<file path="config.mk">
export PLATFORM = sky130hd
export DESIGN_NAME = prog_loader
export DESIGN_NICKNAME = d
export VERILOG_FILES = /design/src/rtl/prog_loader_pkg.sv /design/src/rtl/checksum8.sv /design/src/rtl/prog_loader.sv
export SDC_FILE = /design/constraint.sdc
export NUM_CORES = 1
export LEC_CHECK = 0
export CORE_MARGIN = 10
export CORE_UTILIZATION = 50
export CTS_CLUSTER_DIAMETER = 50
export DETAILED_ROUTE_END_ITERATION = 12
export GPL_TIMING_DRIVEN = 0
export PLACE_DENSITY_LB_ADDON = 0.25
export SKIP_LAST_GASP = 1
export SLEW_MARGIN = 20
export SYNTH_ARGS = -nofsm -noshare
export SYNTH_HDL_FRONTEND = slang
export SYNTH_HIERARCHICAL = 1
export SYNTH_SLANG_ARGS = --single-unit
export TNS_END_PERCENT = 20
</file>
<file path="constraint.sdc">
create_clock -name CLK -period 6.1 [get_ports CLK]
set_input_delay 1.83 -clock CLK [delete_from_list [all_inputs] [get_ports CLK]]
set_output_delay 1.83 -clock CLK [all_outputs]
set_load 0.005 [all_outputs]
</file>
<file path="src/rtl/prog_loader_pkg.sv">
// Shared types and constants for the program loader.
package prog_loader_pkg;

    localparam logic [7:0]   HEADER_DEFAULT = 8'hA5;
    localparam int unsigned  WORD_W         = 16;

    typedef enum logic [3:0] {
        S_IDLE,
        S_LEN_HI,
        S_LEN_LO,
        S_DATA_HI,
        S_DATA_LO,
        S_WRITE,
        S_CHECK,
        S_DONE,
        S_ERR
    } state_t;

endpackage

</file>
<file path="src/rtl/checksum8.sv">
// 8-bit XOR accumulator; clear has priority over en.
module checksum8 (
    input  logic       CLK,
    input  logic       reset,
    input  logic       clear,
    input  logic       en,
    input  logic [7:0] din,
    output logic [7:0] sum
);

    always_ff @(posedge CLK or negedge reset) begin
        if (!reset) begin
            sum <= '0;
        end else if (clear) begin
            sum <= '0;
        end else if (en) begin
            sum <= sum ^ din;
        end
    end

endmodule

</file>
<file path="src/rtl/prog_loader.sv">
// Byte-stream program loader: frames bytes into 16-bit words, writes instruction
// memory and releases the core only after a matching XOR checksum.
module prog_loader
    import prog_loader_pkg::*;
#(
    parameter int unsigned ADDR_W = 12,
    parameter logic [7:0]  HEADER = HEADER_DEFAULT
) (
    input  logic              CLK,
    input  logic              reset,
    input  logic [7:0]        rx_data,
    input  logic              rx_valid,
    output logic              rx_ready,
    output logic              mem_we,
    output logic [ADDR_W-1:0] mem_addr,
    output logic [WORD_W-1:0] mem_din,
    output logic              cpu_hold,
    output logic              done,
    output logic              error,
    output logic [ADDR_W:0]   word_count
);

    localparam int unsigned WC_W      = ADDR_W + 1;
    localparam int unsigned MAX_WORDS = 32'd1 << ADDR_W;

    state_t          state_q, state_d;
    logic [7:0]      len_hi_q;
    logic [7:0]      hi_q;
    logic [WC_W-1:0] len_q;
    logic [7:0]      chk_sum;

    logic            accept;
    logic [15:0]     n_full;
    logic            len_bad;
    logic            last_word;

    logic            start_c, take_len_hi_c, load_len_c, len_fail_c;
    logic            take_hi_c, take_lo_c, do_write_c, chk_good_c, chk_bad_c;

    assign accept    = rx_valid & rx_ready;
    assign n_full    = {len_hi_q, rx_data};
    assign len_bad   = (n_full == 16'd0) || (32'(n_full) > MAX_WORDS);
    assign last_word = (word_count + WC_W'(1)) == len_q;

    always_ff @(posedge CLK or negedge reset) begin
        if (!reset) state_q <= S_IDLE;
        else        state_q <= state_d;
    end

    always_comb begin
        state_d       = state_q;
        start_c       = 1'b0;
        take_len_hi_c = 1'b0;
        load_len_c    = 1'b0;
        len_fail_c    = 1'b0;
        take_hi_c     = 1'b0;
        take_lo_c     = 1'b0;
        do_write_c    = 1'b0;
        chk_good_c    = 1'b0;
        chk_bad_c     = 1'b0;
        case (state_q)
            S_IDLE, S_DONE, S_ERR: begin
                if (accept && rx_data == HEADER) begin
                    state_d = S_LEN_HI;
                    start_c = 1'b1;
                end
            end
            S_LEN_HI: begin
                if (accept) begin
                    state_d       = S_LEN_LO;
                    take_len_hi_c = 1'b1;
                end
            end
            S_LEN_LO: begin
                if (accept) begin
                    if (len_bad) begin
                        state_d    = S_ERR;
                        len_fail_c = 1'b1;
                    end else begin
                        state_d    = S_DATA_HI;
                        load_len_c = 1'b1;
                    end
                end
            end
            S_DATA_HI: begin
                if (accept) begin
                    state_d   = S_DATA_LO;
                    take_hi_c = 1'b1;
                end
            end
            S_DATA_LO: begin
                if (accept) begin
                    state_d   = S_WRITE;
                    take_lo_c = 1'b1;
                end
            end
            S_WRITE: begin
                do_write_c = 1'b1;
                state_d    = last_word ? S_CHECK : S_DATA_HI;
            end
            S_CHECK: begin
                if (accept) begin
                    if (rx_data == chk_sum) begin
                        state_d    = S_DONE;
                        chk_good_c = 1'b1;
                    end else begin
                        state_d    = S_ERR;
                        chk_bad_c  = 1'b1;
                    end
                end
            end
            default: state_d = S_IDLE;
        endcase
    end

    // Datapath and registered outputs, all keyed off the FSM strobes.
    always_ff @(posedge CLK or negedge reset) begin
        if (!reset) begin
            rx_ready   <= 1'b1;
            mem_we     <= 1'b0;
            mem_addr   <= '0;
            mem_din    <= '0;
            cpu_hold   <= 1'b1;
            done       <= 1'b0;
            error      <= 1'b0;
            word_count <= '0;
            len_hi_q   <= '0;
            hi_q       <= '0;
            len_q      <= '0;
        end else begin
            rx_ready <= (state_d != S_WRITE);
            mem_we   <= (state_d == S_WRITE);
            if (take_len_hi_c) len_hi_q <= rx_data;
            if (take_hi_c)     hi_q     <= rx_data;
            if (take_lo_c)     mem_din  <= {hi_q, rx_data};
            if (load_len_c) begin
                len_q      <= WC_W'(n_full);
                mem_addr   <= '0;
                word_count <= '0;
            end
            // Address wraps after the 2^ADDR_W-th word; the wrapped value is never written.
            if (do_write_c) begin
                mem_addr   <= mem_addr + ADDR_W'(1);
                word_count <= word_count + WC_W'(1);
            end
            if (start_c) begin
                cpu_hold <= 1'b1;
                done     <= 1'b0;
                error    <= 1'b0;
            end
            if (chk_good_c) begin
                done     <= 1'b1;
                cpu_hold <= 1'b0;
            end
            if (chk_bad_c || len_fail_c) error <= 1'b1;
        end
    end

    checksum8 u_checksum (
        .CLK   (CLK),
        .reset (reset),
        .clear (load_len_c),
        .en    (take_hi_c | take_lo_c),
        .din   (rx_data),
        .sum   (chk_sum)
    );

endmodule

</file>
# [Word level (Yosys, flattened, before mapping)]
# Index checks and enable logic that the tools add are counted.
[totals] mem_bits_ro=0 mem_bits_rw=0 ff_bits=87 latch_bits=0 mem_count=0
[op_classes] n_div=0 reduce_logical=10 eq_ne=13 add_sub_neg=2 n_lt_le_gt_ge=1 muxes=40 n_mul=0 n_shift=0 n_bitwise=3
[op_table] cell="$mux 4" n=8
[op_table] cell="$pmux 4 s7" n=1
[op_table] cell="$mux 13" n=2
[op_table] cell="$mux 1" n=24
[op_table] cell="$mux 12" n=2
[op_table] cell="$eq 4x3->1 const B" n=5
[op_table] cell="$gt 16x13->1 const B" n=1
[op_table] cell="$logic_not 16->1" n=1
[op_table] cell="$mux 8" n=2
[op_table] cell="$add 13x1->13 const B" n=1
[op_table] cell="$eq 13x13->1" n=1
[op_table] cell="$add 12x1->12 const B" n=1
[op_table] cell="$eq 4x2->1 const B" n=2
[op_table] cell="$eq 8x8->1" n=1
[op_table] cell="$eq 8x8->1 const B" n=1
[op_table] cell="$reduce_bool 2->1" n=4
[op_table] cell="$xor 8x8->8" n=1
[op_table] cell="$eq 4x1->1 const B" n=1
[op_table] cell="$eq 4x4->1 const B" n=1
[op_table] cell="$logic_not 4->1" n=1
[op_table] cell="$ne 4x3->1 const B" n=1
[op_table] cell="$mux 3" n=1
[op_table] cell="$reduce_or 3->1" n=1
[op_table] cell="$logic_or 1x1->1" n=2
[op_table] cell="3 further kinds" n=3

# [Longest topological paths before layout]
# Gate-level depths: netlist (run 1).
[depth] ltp_word=7 ltp_mapped=9

# [Hierarchy]
# Netlist (run 1), hierarchy kept.
[modules_own_cells] module="prog_loader" area_per_inst_um2=3915.0 seq_area_each_um2=1979.4 n_inst=1 cells_each=383
[modules_own_cells] module="checksum8" area_per_inst_um2=406.6 seq_area_each_um2=200.2 n_inst=1 cells_each=35

# [Least setup slack after synthesis (run 1)]
# Ideal clock, no wire load.
[synth_timing] kind="input to register" from="input port rx_valid" to="register u_checksum.sum[6]" setup_ns=0.078 path_slack_ns=2.631 t_arrival_ns=3.391 stages=9 n_path_buf=4 path_cell_list="and2_1 -> buf_1 -> nand3_1 -> clkbuf_1 -> nand2_1 -> buf_6 -> buf_6 -> a21bo_1 -> a21oi_1"
[synth_via] elab_chain_cells=5 word_cells_on_any_way=9 cone_classes="mux: 6; bitwise: 2; reduce/logical: 1"
[synth_lines] element="from (decl)" line="prog_loader.sv:12" source="input logic rx_valid,"
[synth_lines] element="$and 1x1->1 (*)" line="prog_loader.sv:40" source="assign accept = rx_valid & rx_ready;"
[synth_lines] element="$mux 1" line="prog_loader.sv:86, prog_loader.sv:92"
[synth_lines] element="$mux 1" line="prog_loader.sv:61" source="case (state_q)"
[synth_lines] element="$or 1x1->1" line="prog_loader.sv:163" source=".en (take_hi_c | take_lo_c),"
[synth_lines] element="$reduce_bool 2->1 (no line)"
[synth_lines] element="to (signal assigned)" line="checksum8.sv:17" source="sum <= sum ^ din;"
[synth_lines] element="to (decl)" line="checksum8.sv:8" source="output logic [7:0] sum"
# Every way passes the cells marked *; elsewhere a longest branch is shown, timed or not.
# A chain may end at the register's enable or synchronous reset.

# [Worst setup path in the final report (run 1)]
[layout_timing] from="input port rx_valid" to="register u_checksum.sum[4]"
# The elaborated chain is that of the path after synthesis.

==> results of run 1 <==
[synthesized netlist by cell type, drive strengths merged (6+ instances only)]
master,number
mux2,36
and2,6
nand2,59
a21bo,8
dfrtp,85
buf,7
a21oi,18
nand3,11
o21ai,39
clkbuf,12
and3,7
nand4,10
nor2,25
nand3b,10
and4,6
xnor2,20
[report_power, final]
part | switching [mW] | internal [mW] | total (mW)
Sequential | 0.245 | 0.827 | 1.07
Combinational | 0.448 | 0.616 | 1.06
Clock | 0.211 | 0.161 | 0.372
Total | 0.904 | 1.60 | 2.51
[layout make-up]
class | instances | share of cell area (%)
flip-flops and latches | 87 | 41.84
multi-input cells | 308 | 39.01
repair buffers | 57 | 11.10
clock buffers | 10 | 2.642
well taps | 105 | 2.522
plain buffers | 19 | 1.826
clock inverters | 5 | 0.7687
inverters | 4 | 0.2883
[cell families after synthesis]
group,after synthesis,synth area share (%)
fa+ha+maj,2,0.5789
mux,37,9.612
compound gates,91,13.38
xor+xnor,24,4.864
simple gates,154,18.59
flops,87,50.43
buf+inv,23,2.547
[registers in the layout, summed over array words and instances, names as in the netlist]
register and count:
word_count 13, len_hi_q 8, mem_addr 12, state_q 4, cpu_hold 1, mem_din 16, done 1, error 1
rx_ready 1, len_q 13, u_checksum/sum 8, hi_q 8, mem_we 1
[path summary, 6_finish.rpt]
| check | cells after the start | to | startpoint |
|---|---|---|---|
| worst max-delay path | 10 | u_checksum/sum[4] | rx_valid |
| worst min-delay path | 2 | cpu_hold | cpu_hold |
| worst max register to register | 8 | state_q[0] | word_count[0] |
| worst min register to register | 2 | cpu_hold | cpu_hold |
| max in group asynchronous | 2 | cpu_hold | reset |
| min in group asynchronous | 1 | mem_we | reset |
[metrics by stage]
stage	utilization, %	hold slack (ns)	instances	cell area, µm²	power (mW)
floorplan	-	0.4331	418	4322	1.675
global placement	60.41	0.4495	579	5014	2.100
detailed placement	60.62	0.4588	580	5031	2.148
CTS	62.76	0.4769	595	5209	2.525
global route	62.76	0.4977	595	5209	2.707
finish	62.76	0.4696	595	5209	2.508
[worst reg2reg max path, delay by kind of cell, from the launching register on]
family / cells / cell delay, ns
AOI/OAI and AO/OA: 1 / 0.31
xor gates and xnor gates: 1 / 0.20
adders and majority gates: 1 / 0.21
buffers and inverters: 1 / 0.28
DFF: 1 / 0.56
and+or+nand+nor: 4 / 1.22
[layer usage]
| metal | vias up | GRT usage (%) | part of all wire, % | wire length, µm |
|---|---|---|---|---|
| li1 | 1628 | - | - | - |
| met1 | 1671 | 21.26 | 45 | 4584 |
| met2 | 92 | 26.27 | 48 | 4972 |
| met3 | 6 | 4.649 | 6.2 | 639 |
| met4 | 0 | 3.638 | 0.77 | 79 |
| met5 | - | 0 | 0 | 0 |
==> results_tabular.tex, run 1 <==
\begin{tabular}{lr}
\hline
Metric & Value \\
\hline
\multicolumn{2}{l}{\textbf{Critical path}} \\
Kind of critical path & in -> reg \\
Signal arrival time at the worst endpoint & 4.48 ns \\
Crit-path cells & clkdlybuf4s50\_1 -> and2\_1 -> buf\_1 -> nand3\_1 -> clkbuf\_1 -> nand2\_1 -> buf\_6 -> buf\_6 -> nand3b\_1 -> a21oi\_1 \\
Most frequent cell on the critical path & buf\_6 \\
Buffers plus inverters on the worst setup path & 5 \\
Worst-path fanout max & 10 \\
Critical path's slowest cell & nand3\_1 \\
Crit. End Element & flop \\
Worst stage delay on the critical path & 0.51 ns \\
Startpoint kind of the worst setup timing path & input pin \\
WP data required & 6.38 ns \\
Gate family responsible for the most delay along the worst path & buffers and inverters \\
FF-to-FF setup slack & 3.22 ns \\
\multicolumn{2}{l}{\textbf{Yosys}} \\
Ys async rst share & 100.0\% \\
Yosys warning count & 6 \\
Yosys top cell area share & 49.22\% \\
Post-synthesis cell area & between 4000 and 5000 µm² \\
Unique masters post-synth & 57 \\
Post-synthesis net count & 431 \\
Instance count of the mapped netlist & 418 \\
Top cells by area in the synthesized netlist & dfrtp\_1 (49\%), mux2\_2 (9.4\%), nand2\_1 (5.0\%) \\
Number of synthesized register bits & slightly below 90 \\
Most instantiated flip-flop cell in the synthesis netlist & dfrtp\_1 \\
Number of enable flip-flop cells after synthesis & 0 \\
Cell type with the highest aggregate area in the netlist & dfrtp\_1 \\
Post-Syn Area per Cell & 10.34 µm² \\
Part of the Yosys area used for sequential elements & around half \\
\multicolumn{2}{l}{\textbf{Flow run}} \\
Max-cap check violation count & 0 \\
\multicolumn{2}{l}{\textbf{Drt}} \\
DRT Pass-1 Iters & 4 \\
Routed via count & 3397 \\
Wirelength per Cell & $\sim$17 µm \\
Total Routed Length & between 10 and 15 mm \\
Antenna-violating nets left & 0 \\
Detailed-route DRC error count & 0 \\
Initial DRC Count & 179 \\
Via-to-Cell Ratio & 5.709 \\
\multicolumn{2}{l}{\textbf{Floorplanning}} \\
IO Pins & 57 \\
Core Box Area & 8299 µm² \\
Die Height & 113.0 µm \\
X dimension of the die & between 100 and 150 µm \\
Total Die Area & around 13000 µm² \\
Initial Util & 52.07\% \\
FP Rows & 33 \\
\multicolumn{2}{l}{\textbf{Worst hold path}} \\
Type of the tightest min-delay check & reg -> reg \\
\multicolumn{2}{l}{\textbf{Clock network}} \\
Clock buffers created by TritonCTS & 9 \\
CTS H-Tree Depth & 3 \\
TritonCTS clock tree & done \\
Insertion delay of the later-clocked pin in the worst-skew pair & roughly 0.36 ns \\
Clock sinks & 87 \\
Number of resized instances in the post-cts repair step & 0 \\
Clock input transition at the sequential cells of the worst setup and hold paths & 0.09 ns \\
Worst-case clock buffer depth & 2 \\
Post-CTS setup buffer count & 0 \\
Clock Root Buffer & clkbuf\_8 \\
CTS Hold Buffers Added & 0 \\
\multicolumn{2}{l}{\textbf{Cells and area}} \\
Final-stage net count & 499 \\
Multi-input gate area & 2032 µm² \\
Layout Area Growth over Synthesis & 20.53\% \\
Diodes inserted & 0 \\
Number of filler cells placed in the layout & 666 \\
Most used cells in the layout excluding fill and tap cells & dfrtp\_1 (85), nand2\_1 (58), clkdlybuf4s50\_1 (55) \\
Footprint of the flip-flops and latches & 2180 µm² \\
Share of cells above drive strength 1 & 15.31\% \\
Commonest non-fill, non-tap cell in the layout & dfrtp\_1 \\
\multicolumn{2}{l}{\textbf{Timing}} \\
Clock Skews & 0.01139 ns \\
Slew at the pin closest to its max-slew limit & 0.6331 ns \\
Normalized max-slew margin & 57.40\% \\
Final setup fails & 0 \\
Unrepaired setup endpoints after global routing & false \\
Fin. Hold Viols & 0 \\
Final worst setup slack & 1.898 ns \\
Final critical path time including I/O delays and setup & 4.202 ns \\
Number of pins with negative max-slew slack in the final report & 0 \\
Share of the clock period used by the worst path & 68.88\% \\
Fmax & 238.0 MHz \\
Setup TNS & 0 ns \\
\multicolumn{2}{l}{\textbf{Power and ir drop}} \\
Lkg Pwr & 2.292 nW \\
Total power divided by cell area & 481.4 nW/µm² \\
Maximum resistive drop on vdd & approximately 0.00028 V \\
\multicolumn{2}{l}{\textbf{Placed design}} \\
Buffers on Ports & 56 \\
HPWL after detailed placement & between 7 and 8 mm \\
Setup slack after placement & around 1.5 ns \\
Routability congestion estimate & 0.8918 \\
\multicolumn{2}{l}{\textbf{GRT}} \\
Pin count of the biggest net entering global routing & 46 \\
Total overflow reported by the global router & 0 \\
Global routing usage summed across all routing layers & around 16\% \\
Number of antenna violations at the first check in global routing & 0 \\
Via count of the first global-routing pass & between 3000 and 4000 \\
Global-route wire length before repair & $\sim$17 mm \\
\multicolumn{2}{l}{\textbf{Outcome}} \\
Result of the run & finished, final reports clean \\
\hline
\end{tabular}
Note: power is estimated with default switching activity, not from simulation.
==> run 2, diff against run 1 <==
Clock period 6.1 ns to 4 ns, I/O delays scaled along.
==> results of run 2 <==
Same layout as run 1 (identical final DEF). Status: finished, final reports clean.
Among the figures that moved: setup slack after placement 1.518 ns -> 0.04847 ns; setup slack after layout 1.898 ns -> 0.4280 ns; register-to-register setup slack 3.22 ns -> 1.12 ns; total power 2.508 mW -> 3.824 mW; worst IR drop on VDD 0.0002844 V -> 0.0004337 V
==> run 3, diff against run 2 <==
Settings changed: CORE_MARGIN 10 to default, CTS_CLUSTER_SIZE from default to 14.
==> run 3 against run 2 <==
  * Global-route usage increased by 6.7 points
  * Sequential power about the same
  * Wire length decreased by 6.3%
  * Register-to-register slack about the same
  * Sequential share of layout area decreased by 0.14 points
  * Critical path type unchanged
  * Critical endpoint is now len_q[11]
  * Highest routed layer unchanged
==> results_tabular.tex, run 3 (synthesis gave the netlist of run 1 again) <==
\begin{tabular}{lr}
\hline
Metric & Value \\
\hline
\multicolumn{2}{l}{\textbf{Outcome}} \\
Result of the run & finished, final reports clean \\
\multicolumn{2}{l}{\textbf{Floorplanning}} \\
IO Pins & 57 \\
Initial Util & 52.07\% \\
X dimension of the die & 94.97 µm \\
FP Rows & 33 \\
Total Die Area & around 9000 µm² \\
Core Box Area & around 8300 µm² \\
Die Height & 94.97 µm \\
\multicolumn{2}{l}{\textbf{Critical path}} \\
Kind of critical path & in -> reg \\
Signal arrival time at the worst endpoint & 3.85 ns \\
Gate family responsible for the most delay along the worst path & buffers and inverters \\
Buffers plus inverters on the worst setup path & 2 \\
Worst stage delay on the critical path & approximately 0.69 ns \\
FF-to-FF setup slack & around 1.1 ns \\
WP data required & 4.24 ns \\
Worst-path fanout max & 10 \\
Crit. End Element & flop \\
Startpoint kind of the worst setup timing path & input pin \\
Crit-path cells & clkdlybuf4s50\_1 -> nor4\_1 -> nand4\_1 -> a21oi\_1 -> clkbuf\_1 -> mux2\_2 \\
Critical path's slowest cell & nor4\_1 \\
\multicolumn{2}{l}{\textbf{Clock network}} \\
Clock Root Buffer & clkbuf\_8 \\
Number of resized instances in the post-cts repair step & 0 \\
Insertion delay of the later-clocked pin in the worst-skew pair & about 0.37 ns \\
TritonCTS clock tree & done \\
Clock input transition at the sequential cells of the worst setup and hold paths & approximately 0.090 ns \\
Clock sinks & 87 \\
CTS H-Tree Depth & 3 \\
Worst-case clock buffer depth & 2 \\
Clock buffers created by TritonCTS & 9 \\
CTS Hold Buffers Added & 0 \\
Post-CTS setup buffer count & 0 \\
\multicolumn{2}{l}{\textbf{Power and ir drop}} \\
Lkg Pwr & 2.292 nW \\
Total power divided by cell area & 732.7 nW/µm² \\
Clock Power Share & 15.4\% \\
Total power draw & 3.829 mW \\
Sw Ratio & 36.33\% \\
Internal Power & 2.438 mW \\
Sequential cell fraction of total power & around 43\% \\
Maximum resistive drop on vdd & 0.0003200 V \\
Switching power of the nets & 1.391 mW \\
Share of power burned in combinational logic & 41.9\% \\
\multicolumn{2}{l}{\textbf{Cells and area}} \\
Final-stage net count & 499 \\
Number of filler cells placed in the layout & 676 \\
Register with the most flip-flops & mem\_din \\
Most used cells in the layout excluding fill and tap cells & dfrtp\_1 (85), nand2\_1 (58), clkdlybuf4s50\_1 (55) \\
Flip-flop count of the largest register, all copies and words added & 16 \\
Share of cells above drive strength 1 & 15.48\% \\
Multi-input gate area & 2032 µm² \\
Footprint of the flip-flops and latches & between 2000 and 2500 µm² \\
Diodes inserted & 0 \\
Commonest non-fill, non-tap cell in the layout & dfrtp\_1 \\
Non-filler cells in the finished layout & around 600 \\
Largest registers in the final layout & mem\_din (16), len\_q (13), word\_count (13) \\
Layout Area Growth over Synthesis & 20.93\% \\
\multicolumn{2}{l}{\textbf{Placed design}} \\
HPWL after detailed placement & 6.752 mm \\
Buffers on Ports & 56 \\
Routability congestion estimate & 0.7914 \\
Number of placed cells counting well taps & 580 \\
\multicolumn{2}{l}{\textbf{Drt}} \\
Detailed-route DRC error count & 0 \\
Routed via count & 3436 \\
DRT Pass-1 Iters & 4 \\
Total Routed Length & 9.630 mm \\
Antenna-violating nets left & 0 \\
Wirelength per Cell & 16.16 µm \\
Via-to-Cell Ratio & 5.765 \\
Initial DRC Count & around 170 \\
\multicolumn{2}{l}{\textbf{Timing}} \\
Share of the clock period used by the worst path & 90.38\% \\
Worst Hold Slack & 0.4682 ns \\
Unrepaired setup endpoints after global routing & false \\
Final critical path time including I/O delays and setup & 3.615 ns \\
Slew at the pin closest to its max-slew limit & 0.6818 ns \\
Normalized max-slew margin & 54.13\% \\
Final setup fails & 0 \\
Fmax & around 280 MHz \\
Number of pins with negative max-slew slack in the final report & 0 \\
Clock Skews & 0.02028 ns \\
Setup TNS & 0 ns \\
Fin. Hold Viols & 0 \\
\multicolumn{2}{l}{\textbf{GRT}} \\
Pin count of the biggest net entering global routing & a little over 50 \\
Total overflow reported by the global router & 0 \\
Global-route wire length before repair & around 16 mm \\
Number of antenna violations at the first check in global routing & 0 \\
Global routing usage summed across all routing layers & 22.99\% \\
Via count of the first global-routing pass & 3239 \\
\multicolumn{2}{l}{\textbf{Worst hold path}} \\
Type of the tightest min-delay check & reg -> reg \\
\multicolumn{2}{l}{\textbf{Flow run}} \\
Max-cap check violation count & 0 \\
\hline
\end{tabular}
-- run 3: cell types whose count changed in the layout (fill, tap and decap cells not counted) --
cell        change
clkinv_2        -1
inv_6           -1
buf_12          -1
clkinvlp_4      +2
inv_8           +2
buf_16          +1
clkbuf_8        -1
-- run 3: power groups by stage --
stage	Sequential [mW]	Combinational [mW]	Clock, mW
after global routing	1.69	1.78	0.637
after global placement	1.62	1.55	0
final	1.63	1.60	0.592
after CTS	1.63	1.61	0.603
after detailed placement	1.65	1.60	0
after floorplan	1.58	0.978	0
-- run 3: path summary, 6_finish.rpt --
| check | startpoint | endpoint | cells after the start |
|---|---|---|---|
| worst min register to register | cpu_hold | cpu_hold | 2 |
| worst max register to register | word_count[0] | state_q[0] | 8 |
| min in group asynchronous | reset | mem_addr[11] | 1 |
| max in group asynchronous | reset | rx_ready | 2 |
| worst max-delay path | rx_data[3] | len_q[11] | 6 |
| worst min-delay path | cpu_hold | cpu_hold | 2 |
-- run 3: per-stage QoR --
stage / utilization, % / area (µm²) / setup slack (ns)
after floorplan: - / 4322 / 1.161
after global placement: 60.41 / 5014 / -1.373
after detailed placement: 60.71 / 5039 / 0.01988
after CTS: 62.97 / 5226 / 0.3900
after global routing: 62.97 / 5226 / 0.2835
final: 62.97 / 5226 / 0.3849
-- run 3: tightest hold or removal path: cells and delay by family, from the launching register on --
family / cells / cell delay (ns)
flops: 1 / 0.38
compound gates: 1 / 0.05
buf+inv: 1 / 0.04
-- run 3: layer usage --
metal	part of all wire (%)	wire, µm	GRT usage (%)	up-vias
li1	-	-	-	1630
met1	46	4410	30.64	1683
met2	48	4615	37.65	112
met3	5.1	495	3.784	11
met4	1.1	109	8.586	0
met5	0	0	0	-
-- run 3: cell type report --
cell class	instances	area share [%]
tap	105	2.514
sequential	87	41.70
inverter	4	0.2873
clock inverter	7	1.221
multi-input combinational	308	38.88
clock buffer	9	2.370
buffer	19	1.819
timing repair buffer	57	11.20
